--- config.mk ---
export PLATFORM = sky130hd
export DESIGN_NAME = name_entry_renderer
export DESIGN_NICKNAME = d
export VERILOG_FILES = /design/src/rtl/name_entry_renderer_pkg.sv /design/src/rtl/name_entry_renderer_ctrl.sv /design/src/rtl/name_entry_renderer.sv
export SDC_FILE = /design/constraint.sdc
export NUM_CORES = 1
export LEC_CHECK = 0
export CORE_MARGIN = 3
export CORE_UTILIZATION = 53
export DETAILED_ROUTE_END_ITERATION = 8
export PLACE_DENSITY = 0.82
export SLEW_MARGIN = 5
export SYNTH_ARGS = -nofsm -noshare
export SYNTH_HDL_FRONTEND = slang
export SYNTH_HIERARCHICAL = 1
export SYNTH_SLANG_ARGS = --single-unit
--- constraint.sdc ---
create_clock -name clk -period 4.73 [get_ports clk]
set_clock_uncertainty 0.05 [all_clocks]
set_input_delay 0.7095 -clock clk [delete_from_list [all_inputs] [get_ports clk]]
set_output_delay 0.7095 -clock clk [all_outputs]
set_load 0.01 [all_outputs]
--- src/rtl/name_entry_renderer_pkg.sv ---
// Shared display definitions for the high-score name-entry screen:
// glyph cell geometry, ROM code bases, colour type and entry state.
package name_entry_renderer_pkg;

    localparam int GLYPH_W     = 5;
    localparam int GLYPH_H     = 7;
    localparam int DIGIT_BASE  = 0;
    localparam int LETTER_BASE = 10;

    typedef logic [11:0] rgb444_t;

    typedef enum logic {
        EDIT = 1'b0,
        DONE = 1'b1
    } ne_state_t;

endpackage

--- src/rtl/name_entry_renderer_ctrl.sv ---
// Name-entry control: button FSM, cursor, character code registers and
// the cursor blink timer.
module name_entry_ctrl
    import name_entry_renderer_pkg::*;
#(
    parameter int NUM_CHARS    = 3,
    parameter int ALPHABET     = 26,
    parameter int BLINK_FRAMES = 30,
    parameter int CW           = $clog2(NUM_CHARS + 1)
) (
    input  logic                     clk,
    input  logic                     rst_n,
    input  logic                     frame_start,
    input  logic                     btn_left,
    input  logic                     btn_right,
    input  logic                     btn_up,
    input  logic                     btn_down,
    input  logic                     btn_confirm,
    output logic [5*NUM_CHARS-1:0]   player_name,
    output logic [CW-1:0]            cursor_pos,
    output logic                     name_done,
    output logic                     blink_on
);
    localparam int FW = $clog2(BLINK_FRAMES + 1);

    ne_state_t                   state_q, state_d;
    logic [CW-1:0]               cursor_q, cursor_d;
    logic [0:NUM_CHARS-1][4:0]   code_q, code_d;
    logic                        blink_q, blink_d;
    logic [FW-1:0]               fcnt_q, fcnt_d;
    logic                        at_char;
    logic                        act;

    function automatic logic [4:0] code_inc(input logic [4:0] c);
        return (c == 5'(ALPHABET - 1)) ? 5'd0 : c + 5'd1;
    endfunction

    function automatic logic [4:0] code_dec(input logic [4:0] c);
        return (c == 5'd0) ? 5'(ALPHABET - 1) : c - 5'd1;
    endfunction

    function automatic logic [CW-1:0] cur_inc(input logic [CW-1:0] c);
        return (c == CW'(NUM_CHARS)) ? '0 : c + CW'(1);
    endfunction

    function automatic logic [CW-1:0] cur_dec(input logic [CW-1:0] c);
        return (c == '0) ? CW'(NUM_CHARS) : c - CW'(1);
    endfunction

    always_ff @(posedge clk) begin
        if (!rst_n) begin
            state_q  <= EDIT;
            cursor_q <= '0;
            code_q   <= '0;
            blink_q  <= 1'b1;
            fcnt_q   <= '0;
        end else begin
            state_q  <= state_d;
            cursor_q <= cursor_d;
            code_q   <= code_d;
            blink_q  <= blink_d;
            fcnt_q   <= fcnt_d;
        end
    end

    always_comb begin
        state_d  = state_q;
        cursor_d = cursor_q;
        code_d   = code_q;
        blink_d  = blink_q;
        fcnt_d   = fcnt_q;
        act      = 1'b0;
        at_char  = (cursor_q != CW'(NUM_CHARS));

        if (frame_start) begin
            if (fcnt_q == FW'(BLINK_FRAMES - 1)) begin
                fcnt_d  = '0;
                blink_d = !blink_q;
            end else begin
                fcnt_d = fcnt_q + FW'(1);
            end
        end

        // One action per cycle; the if/else chain encodes the priority.
        if (state_q == EDIT) begin
            if (btn_confirm) begin
                if (at_char) begin
                    cursor_d = cur_inc(cursor_q);
                    act      = 1'b1;
                end else begin
                    state_d = DONE;
                end
            end else if (btn_left) begin
                cursor_d = cur_dec(cursor_q);
                act      = 1'b1;
            end else if (btn_right) begin
                cursor_d = cur_inc(cursor_q);
                act      = 1'b1;
            end else if (btn_up || btn_down) begin
                for (int i = 0; i < NUM_CHARS; i++) begin
                    if (cursor_q == CW'(i)) begin
                        code_d[i] = btn_up ? code_inc(code_q[i]) : code_dec(code_q[i]);
                        act       = 1'b1;
                    end
                end
            end
        end

        if (act) begin
            blink_d = 1'b1;
            fcnt_d  = '0;
        end
    end

    assign player_name = code_q;
    assign cursor_pos  = cursor_q;
    assign name_done   = (state_q == DONE);
    assign blink_on    = blink_q || (state_q == DONE);

endmodule

--- src/rtl/name_entry_renderer.sv ---
// Name-entry layer: decodes glyph and cursor-frame regions from the pixel
// counters and produces a 2-cycle registered pixel through the glyph ROM.
module name_entry_renderer
    import name_entry_renderer_pkg::*;
#(
    parameter int      NUM_CHARS    = 3,
    parameter int      ALPHABET     = 26,
    parameter int      GLYPH_BASE   = LETTER_BASE,
    parameter int      SCALE_SHIFT  = 4,
    parameter int      ORIGIN_X     = 190,
    parameter int      ORIGIN_Y     = 38,
    parameter int      PITCH        = 90,
    parameter int      BORDER       = 10,
    parameter int      BLINK_FRAMES = 30,
    parameter rgb444_t CURSOR_COLOR = 12'hfff
) (
    input  logic                               clk,
    input  logic                               rst_n,
    input  logic                               frame_start,
    input  logic                               btn_left,
    input  logic                               btn_right,
    input  logic                               btn_up,
    input  logic                               btn_down,
    input  logic                               btn_confirm,
    input  logic [9:0]                         h_cnt,
    input  logic [9:0]                         v_cnt,
    output logic [5:0]                         txt_addr,
    output logic [2:0]                         h_point,
    output logic [2:0]                         v_point,
    input  rgb444_t                            txt_pixel,
    output logic [5*NUM_CHARS-1:0]             player_name,
    output logic [$clog2(NUM_CHARS+1)-1:0]     cursor_pos,
    output logic                               name_done,
    output rgb444_t                            pixel_out,
    output logic                               valid
);
    localparam int CW     = $clog2(NUM_CHARS + 1);
    localparam int GW     = GLYPH_W << SCALE_SHIFT;
    localparam int GH     = GLYPH_H << SCALE_SHIFT;
    localparam int SPAN_W = (NUM_CHARS - 1) * PITCH + GW;

    logic        blink_on;
    logic [11:0] x, y, fl, fw, gx;
    logic        in_rows, in_ring_rows, in_outer, in_inner;
    logic        glyph_hit_p0, frame_hit_p0;
    logic        glyph_hit_p1_q, frame_hit_p1_q;
    rgb444_t     pixel_p2_d, pixel_p2_q;
    logic        vld_p2_d, vld_p2_q;

    name_entry_ctrl #(
        .NUM_CHARS    (NUM_CHARS),
        .ALPHABET     (ALPHABET),
        .BLINK_FRAMES (BLINK_FRAMES),
        .CW           (CW)
    ) u_ctrl (
        .clk         (clk),
        .rst_n       (rst_n),
        .frame_start (frame_start),
        .btn_left    (btn_left),
        .btn_right   (btn_right),
        .btn_up      (btn_up),
        .btn_down    (btn_down),
        .btn_confirm (btn_confirm),
        .player_name (player_name),
        .cursor_pos  (cursor_pos),
        .name_done   (name_done),
        .blink_on    (blink_on)
    );

    assign x = {2'b00, h_cnt};
    assign y = {2'b00, v_cnt};

    // Stage 0: region decode. Ring tests add BORDER to the pixel side so
    // a border larger than the origin cannot underflow.
    always_comb begin
        glyph_hit_p0 = 1'b0;
        txt_addr     = '0;
        h_point      = '0;
        v_point      = '0;
        gx           = '0;
        if (cursor_pos == CW'(NUM_CHARS)) begin
            fl = 12'(ORIGIN_X);
            fw = 12'(SPAN_W);
        end else begin
            fl = 12'(ORIGIN_X) + 12'(cursor_pos) * 12'(PITCH);
            fw = 12'(GW);
        end
        in_rows      = (y >= 12'(ORIGIN_Y)) && (y < 12'(ORIGIN_Y + GH));
        in_ring_rows = (y + 12'(BORDER) >= 12'(ORIGIN_Y)) && (y < 12'(ORIGIN_Y + GH + BORDER));
        in_outer     = in_ring_rows && (x + 12'(BORDER) >= fl) && (x < fl + fw + 12'(BORDER));
        in_inner     = in_rows && (x >= fl) && (x < fl + fw);
        frame_hit_p0 = blink_on && in_outer && !in_inner;

        for (int i = 0; i < NUM_CHARS; i++) begin
            if (in_rows && (x >= 12'(ORIGIN_X + i * PITCH)) && (x < 12'(ORIGIN_X + i * PITCH + GW))) begin
                gx           = 12'(ORIGIN_X + i * PITCH);
                glyph_hit_p0 = 1'b1;
                txt_addr     = 6'(player_name[5*(NUM_CHARS-1-i) +: 5]) + 6'(GLYPH_BASE);
            end
        end

        if (frame_hit_p0) begin
            glyph_hit_p0 = 1'b0;
            txt_addr     = '0;
        end else if (glyph_hit_p0) begin
            h_point = 3'((x - gx) >> SCALE_SHIFT);
            v_point = 3'((y - 12'(ORIGIN_Y)) >> SCALE_SHIFT);
        end
    end

    // Stage 1: hit flags travel alongside the ROM read.
    always_ff @(posedge clk) begin
        if (!rst_n) begin
            glyph_hit_p1_q <= 1'b0;
            frame_hit_p1_q <= 1'b0;
        end else begin
            glyph_hit_p1_q <= glyph_hit_p0;
            frame_hit_p1_q <= frame_hit_p0;
        end
    end

    always_comb begin
        pixel_p2_d = '0;
        vld_p2_d   = 1'b0;
        if (frame_hit_p1_q) begin
            pixel_p2_d = CURSOR_COLOR;
            vld_p2_d   = 1'b1;
        end else if (glyph_hit_p1_q) begin
            pixel_p2_d = txt_pixel;
            vld_p2_d   = 1'b1;
        end
    end

    // Stage 2: registered layer output.
    always_ff @(posedge clk) begin
        if (!rst_n) begin
            pixel_p2_q <= '0;
            vld_p2_q   <= 1'b0;
        end else begin
            pixel_p2_q <= pixel_p2_d;
            vld_p2_q   <= vld_p2_d;
        end
    end

    assign pixel_out = pixel_p2_q;
    assign valid     = vld_p2_q;

endmodule

---- Word level (Yosys, flattened, before mapping) ----
Index checks and enable logic that the tools add are counted.
storage, ports and cells
  logic and storage cells ................. 137
  bits of input ports ..................... 40
  register bits after elaboration ......... 39
cells by class
  multiplexer cells ....................... 48
  $add $sub $neg .......................... 19
  reductions and logical operators ........ 30
  $lt $le $gt $ge ......................... 14
  equal/unequal tests ..................... 9
  bitwise gates (word level) .............. 5
  multipliers ............................. 1
operators by type and width
  operator                                                            number
  two-way mux 5 bit                                                   10
  less-than comparator 10 x 9 -> 1 bit, second input constant         3
  two-way mux 6 bit                                                   5
  less-than comparator 10 x 12 -> 1 bit                               2
  two-way mux 12 bit                                                  2
  adder 10 x 4 -> 11 bit, second input constant                       2
  adder 5 x 1 -> 5 bit, second input constant                         4
  == test 5 bit, second input constant                                4
  greater-or-equal comparator 10 x 9 -> 1 bit, second input constant  2
  less-than comparator 10 x 8 -> 1 bit, second input constant         2
  adder 5 x 4 -> 6 bit, second input constant                         3
  AND reduction 6 bit                                                 3
  two-way mux 1 bit                                                   17
  logical NOT 5 bit                                                   3
  subtractor 5 x 1 -> 5 bit, second input constant                    3
  logical AND 1 bit                                                   14
  two-way mux 7 bit                                                   2
  adder 12 bit                                                        1
  adder 12 x 4 -> 12 bit, second input constant                       1
  greater-or-equal comparator 11 x 12 -> 1 bit                        1
  two-way mux 2 bit                                                   6
  two-way mux 3 bit                                                   4
  greater-or-equal comparator 11 x 6 -> 1 bit, second input constant  1
  adder 8 x 9 -> 10 bit, first input constant                         1
  other kinds (22)                                                    30

---- Longest topological paths before layout ----
  word-level depth ........................ 10
  mapped depth ............................ 14
  gate-level depth less buffers ........... 13

---- Hierarchy ----
Netlist, hierarchy kept.
by module, submodules not included
  module               sequential area each (um^2)  cells each  times used  area each (um^2)
  name_entry_renderer  300.3                        290         1           2328.5
  name_entry_ctrl      480.5                        219         1           1781.7

---- Worst setup path after synthesis ----
OpenSTA, ideal clock, no wires.
  kind .................................... in2out
  start ................................... input port v_cnt[2]
  end ..................................... output port h_point[2]
  stages on the path ...................... 11
  slack ................................... 757 ps
  data arrival time ....................... 3214 ps
  path buffers ............................ 0
  cells stage by stage .................... a21o_1 a2111oi_4 o21ai_2 nor4_4 nor2_1 ha_1 or3_1 a211oi_1 o21ai_0 xnor2_1 and2_1
between the ends
  word-level cells in the longest chain between the ends .. 10
ends and longest elaborated chain
  element                                                                                                     RTL line                    RTL
  start, declared                                                                                             name_entry_renderer.sv:26   input logic [9:0] v_cnt,
  greater-or-equal comparator 10 x 6 -> 1 bit / less-than comparator 10 x 8 -> 1 bit (equally long branches)  name_entry_renderer.sv:88   in_rows = (y >= 12'(ORIGIN_Y)) && (y < 12'(ORIGIN_Y + GH));
  logical AND 1 bit                                                                                           name_entry_renderer.sv:88
  logical AND 1 bit (2 in series)                                                                             name_entry_renderer.sv:95   if (in_rows && (x >= 12'(ORIGIN_X + i * PITCH)) && (x < 12'(ORIGIN_X + i * PITCH + GW))) begin
  two-way mux 6 bit                                                                                           name_entry_renderer.sv:95
  two-way mux 7 bit (2 in series)                                                                             name_entry_renderer.sv:95
  subtractor 7 bit                                                                                            name_entry_renderer.sv:106  h_point = 3'((x - gx) >> SCALE_SHIFT);
  two-way mux 3 bit                                                                                           name_entry_renderer.sv:105  end else if (glyph_hit_p0) begin
  two-way mux 3 bit *                                                                                         name_entry_renderer.sv:102  if (frame_hit_p0) begin
  end, declared                                                                                               name_entry_renderer.sv:28   output logic [2:0] h_point,
Mark *: on every way between the ends. The rest lies on a longest branch, timed or not.

---- Final worst setup path ----
  start ................................... input port v_cnt[2]
  end ..................................... output port h_point[1]
Same word-level chain as after synthesis.

==> results.yml <==
logic_synthesis:
  ys_types: 83
  synth-seq-cells: 39
  synth_warnings: 6
  postSynthCellCount: 509
  synthArstFlopShare_pct: 0
  ys.flop_type: "dfxtp_1"
  syn-cell-area_sq_um: 4110
  yosysSeqAreaShare_pct: 19.00
  muxShareOfSynthArea_pct: 1.218
  synth-compound-area-share_pct: 25.94
  synth_top_family_by_area: "compound AO/OA/AOI/OAI gates"
  synth_edf_count: 0
  synth_simple_gate_area_share_pct: 23.04
  synth_xor_xnor_area_share_pct: 5.540
  synthAdderAreaFrac_pct: 19.18
  syn_avg_cell_area_sq_um: 8.075
floorplanning:
  start_util_pct: 55.77
  core_sq_um: 7370
  chipWidth_um: 94.06
  ios: 83
  rows: 31
  die_height_um: 94.06
  dieArea_sq_um: 8847
clock_network:
  cts_tree: "yes"
  cts_hold_buf: 0
  max-clock-path-buffers: 2
  numCtsBuffers: 5
  cts_sinks: 39
  clkTransAtPathRegs_ns: 0.08
  ctsHtreeMaxLevel: 2
  clk-insertion-delay-late_ns: 0.30
  clockRootBuffer: "clkbuf_8"
route:
  ant_nets: 0
  first_pass_iters: 6
  routed_via_density: 6.045
  vias: 4340
  drt_iter0_drc: 259
  drt_wl_total_mm: 11.73
  drc: 0
  post_drt_wl_per_cell_um: 16.34
min_path:
  hold_path_class: "flip-flop to flip-flop"
  holdCritStartpoint: "u_ctrl/fcnt_q[4]"
  min_to: "u_ctrl/fcnt_q[4]"
  hold_depth: 2
sta:
  fmax_mhz: 215.6
  relSlewSlack_pct: 43.86
  fin_setup_tns_ns: 0
  hold_violations: 0
  setup_violations: 0
  fin_ws_ns: 0.09262
  fin_crit_sh_pct: 98.04
  holdWs_ns: 0.4632
  maxSlewViolCount: 0
  fin_crit_ns: 4.637
  tightestPinTransition_ns: 0.8395
global_routing:
  track_usage_pct: 25.87
  grt-ovfl-total: 0
  grt_start_max_net_pins: 23
  antenna_found_initial: 0
  grt_pass1_wl_mm: 18.82
  grt_pass1_vias: 4184
power:
  powerDensity_nw_per_um2: 220.9
  total_power_mw: 1.188
  comb_power_share_pct: 49.8
  p_sw_mw: 0.4697
  switching_share_pct: 39.55
  clkPwrFrac_pct: 19.6
  p_int_mw: 0.7178
  ir_worst_vdd_mv: 0.1224
  leakage_nw: 2.201
  power_frac_seq_pct: 30.6
critical_path:
  crit_buf_inv: 3
  crit_path_frequent_cell: "nor2_1"
  path_class: "primary input to output pin"
  crit_family: "compound AO/OA/AOI/OAI gates"
  arrival_ns: 3.88
  r2r_cells: 12
  cp-end-kind: "output pin"
  r2r_end: "glyph_hit_p1_q"
  r2r_slack_ns: 1.46
  slowest_stage: "a2111oi_4"
  r2r_start: "u_ctrl/cursor_pos[1]"
  cpPeakStageDelay_ns: 0.44
  crit_required_ns: 3.97
  worstPathMaxFanout: 3
  start_kind: "primary input"
  path_cells: "clkdlybuf4s50_1, a21o_1, a2111oi_4, o21ai_4, nor4_4, nor2_1, ha_1, or3_1, a211oi_2, buf_4, nor2_1, o21ai_1, and3b_1, clkdlybuf4s15_1"
finish:
  final_nets: 721
  synthToLayoutAreaGrowth_pct: 30.81
  final_area_sq_um: 5376
  final_common_cell: "clkdlybuf4s50_1"
  antenna_cells: 0
  num-fill-cells: 583
  finish.utilization_pct: 72.95
  fin_cells: 718
  layout_common_cells: "clkdlybuf4s50_1 (74), nor2_1 (61), ha_1 (60), buf_4 (39), dfxtp_1 (38)"
  drive_gt1_share_pct: 13.41
placed_design:
  io_buffers: 81
  placed_area_sq_um: 5205
  placed_cells: 706
  gp_congestion: 0.9212
  dp_slack_ns: -0.2755
  dp_hpwl_mm: 8.746
status:
  status: "complete, no violations"
run:
  drv_cap: 0
-- cells by family after synthesis --
kind of cell / Yosys count
fa+ha+maj: 63
flops: 39
buf+inv: 51
other cells: 1
compound gates: 147
xor+xnor: 26
mux: 5
simple gates: 177
-- synthesized netlist by cell type (4+ instances only) --
master,count,area (sq um)
ha_1,63,788.3
nor2_1,61,229.0
dfxtp_1,39,780.8
inv_1,29,108.9
a21oi_1,28,140.1
o21ai_0,27,135.1
nand2_1,25,93.84
nand3_1,16,80.08
o211ai_1,14,105.1
xnor2_1,13,113.9
xor2_1,13,113.9
a211oi_1,12,90.09
a31oi_1,9,56.30
and3_1,9,56.30
nand2b_1,9,56.30
nor3_1,9,45.04
clkbuf_1,8,30.03
nor2b_1,8,50.05
buf_2,6,30.03
o21a_1,6,45.04
and2_1,5,31.28
mux2i_1,5,50.05
o22ai_1,5,31.28
nand4_1,4,25.02
-- worst register-to-register path, cell delays in order, from the launching register on --
cell and delay, ns:
dfxtp_1 0.42, buf_4 0.20, ha_2 0.28, inv_1 0.09, or3_1 0.38, a21oi_1 0.18
xor2_1 0.17, ha_1 0.24, a41o_1 0.23, a2111oi_4 0.49, a21oi_4 0.13, buf_4 0.16
and2_1 0.14
-- metal layers --
layer | GRT usage (%) | part of all wire (%) | vias to the layer above
met5 | 0 | 0 | -
met4 | 10.35 | 2.1 | 0
met3 | 4.006 | 6.9 | 27
met2 | 44.83 | 50 | 193
met1 | 31.83 | 41 | 2034
li1 | - | - | 2086
-- flip-flops by register name (all words and copies together) (netlist names), 2 cells and up --
register            count
pixel_out              12
u_ctrl/cursor_pos       2
u_ctrl/fcnt_q           5
u_ctrl/player_name     15
-- worst max-delay path by stage --
stage | cells after the start | startpoint | end
floorplan | 11 | v_cnt[2] | h_point[2]
global placement | 13 | v_cnt[2] | h_point[2]
detailed placement | 13 | v_cnt[2] | h_point[1]
CTS | 13 | v_cnt[2] | h_point[0]
global route | 14 | v_cnt[2] | h_point[1]
finish | 14 | v_cnt[2] | h_point[1]
-- final cells by class --
cell class,instances,area (sq um),area share (%)
inverter,30,112.6,2.094
clock inverter,2,12.51,0.2327
sequential,39,782.0,14.55
clock buffer,6,72.57,1.350
timing repair buffer,122,1142,21.25
tap,99,123.9,2.304
multi-input combinational,420,3131,58.23
-- power by group through the flow --
stage	combinational, mW	sequential, mW	clock, mW
global route	0.658	0.367	0.244
floorplan	0.369	0.372	0
global placement	0.540	0.369	0
detailed placement	0.567	0.371	0
finish	0.591	0.364	0.233
CTS	0.572	0.363	0.233
-- what timing repair did --
action | CTS | global route
setup endpoints to repair | 12 | 11
pin swaps | 5 | 5
setup buffers | 1 | 3
gates resized for setup | 5 | 17
Note: power is estimated with default switching activity, not from simulation.
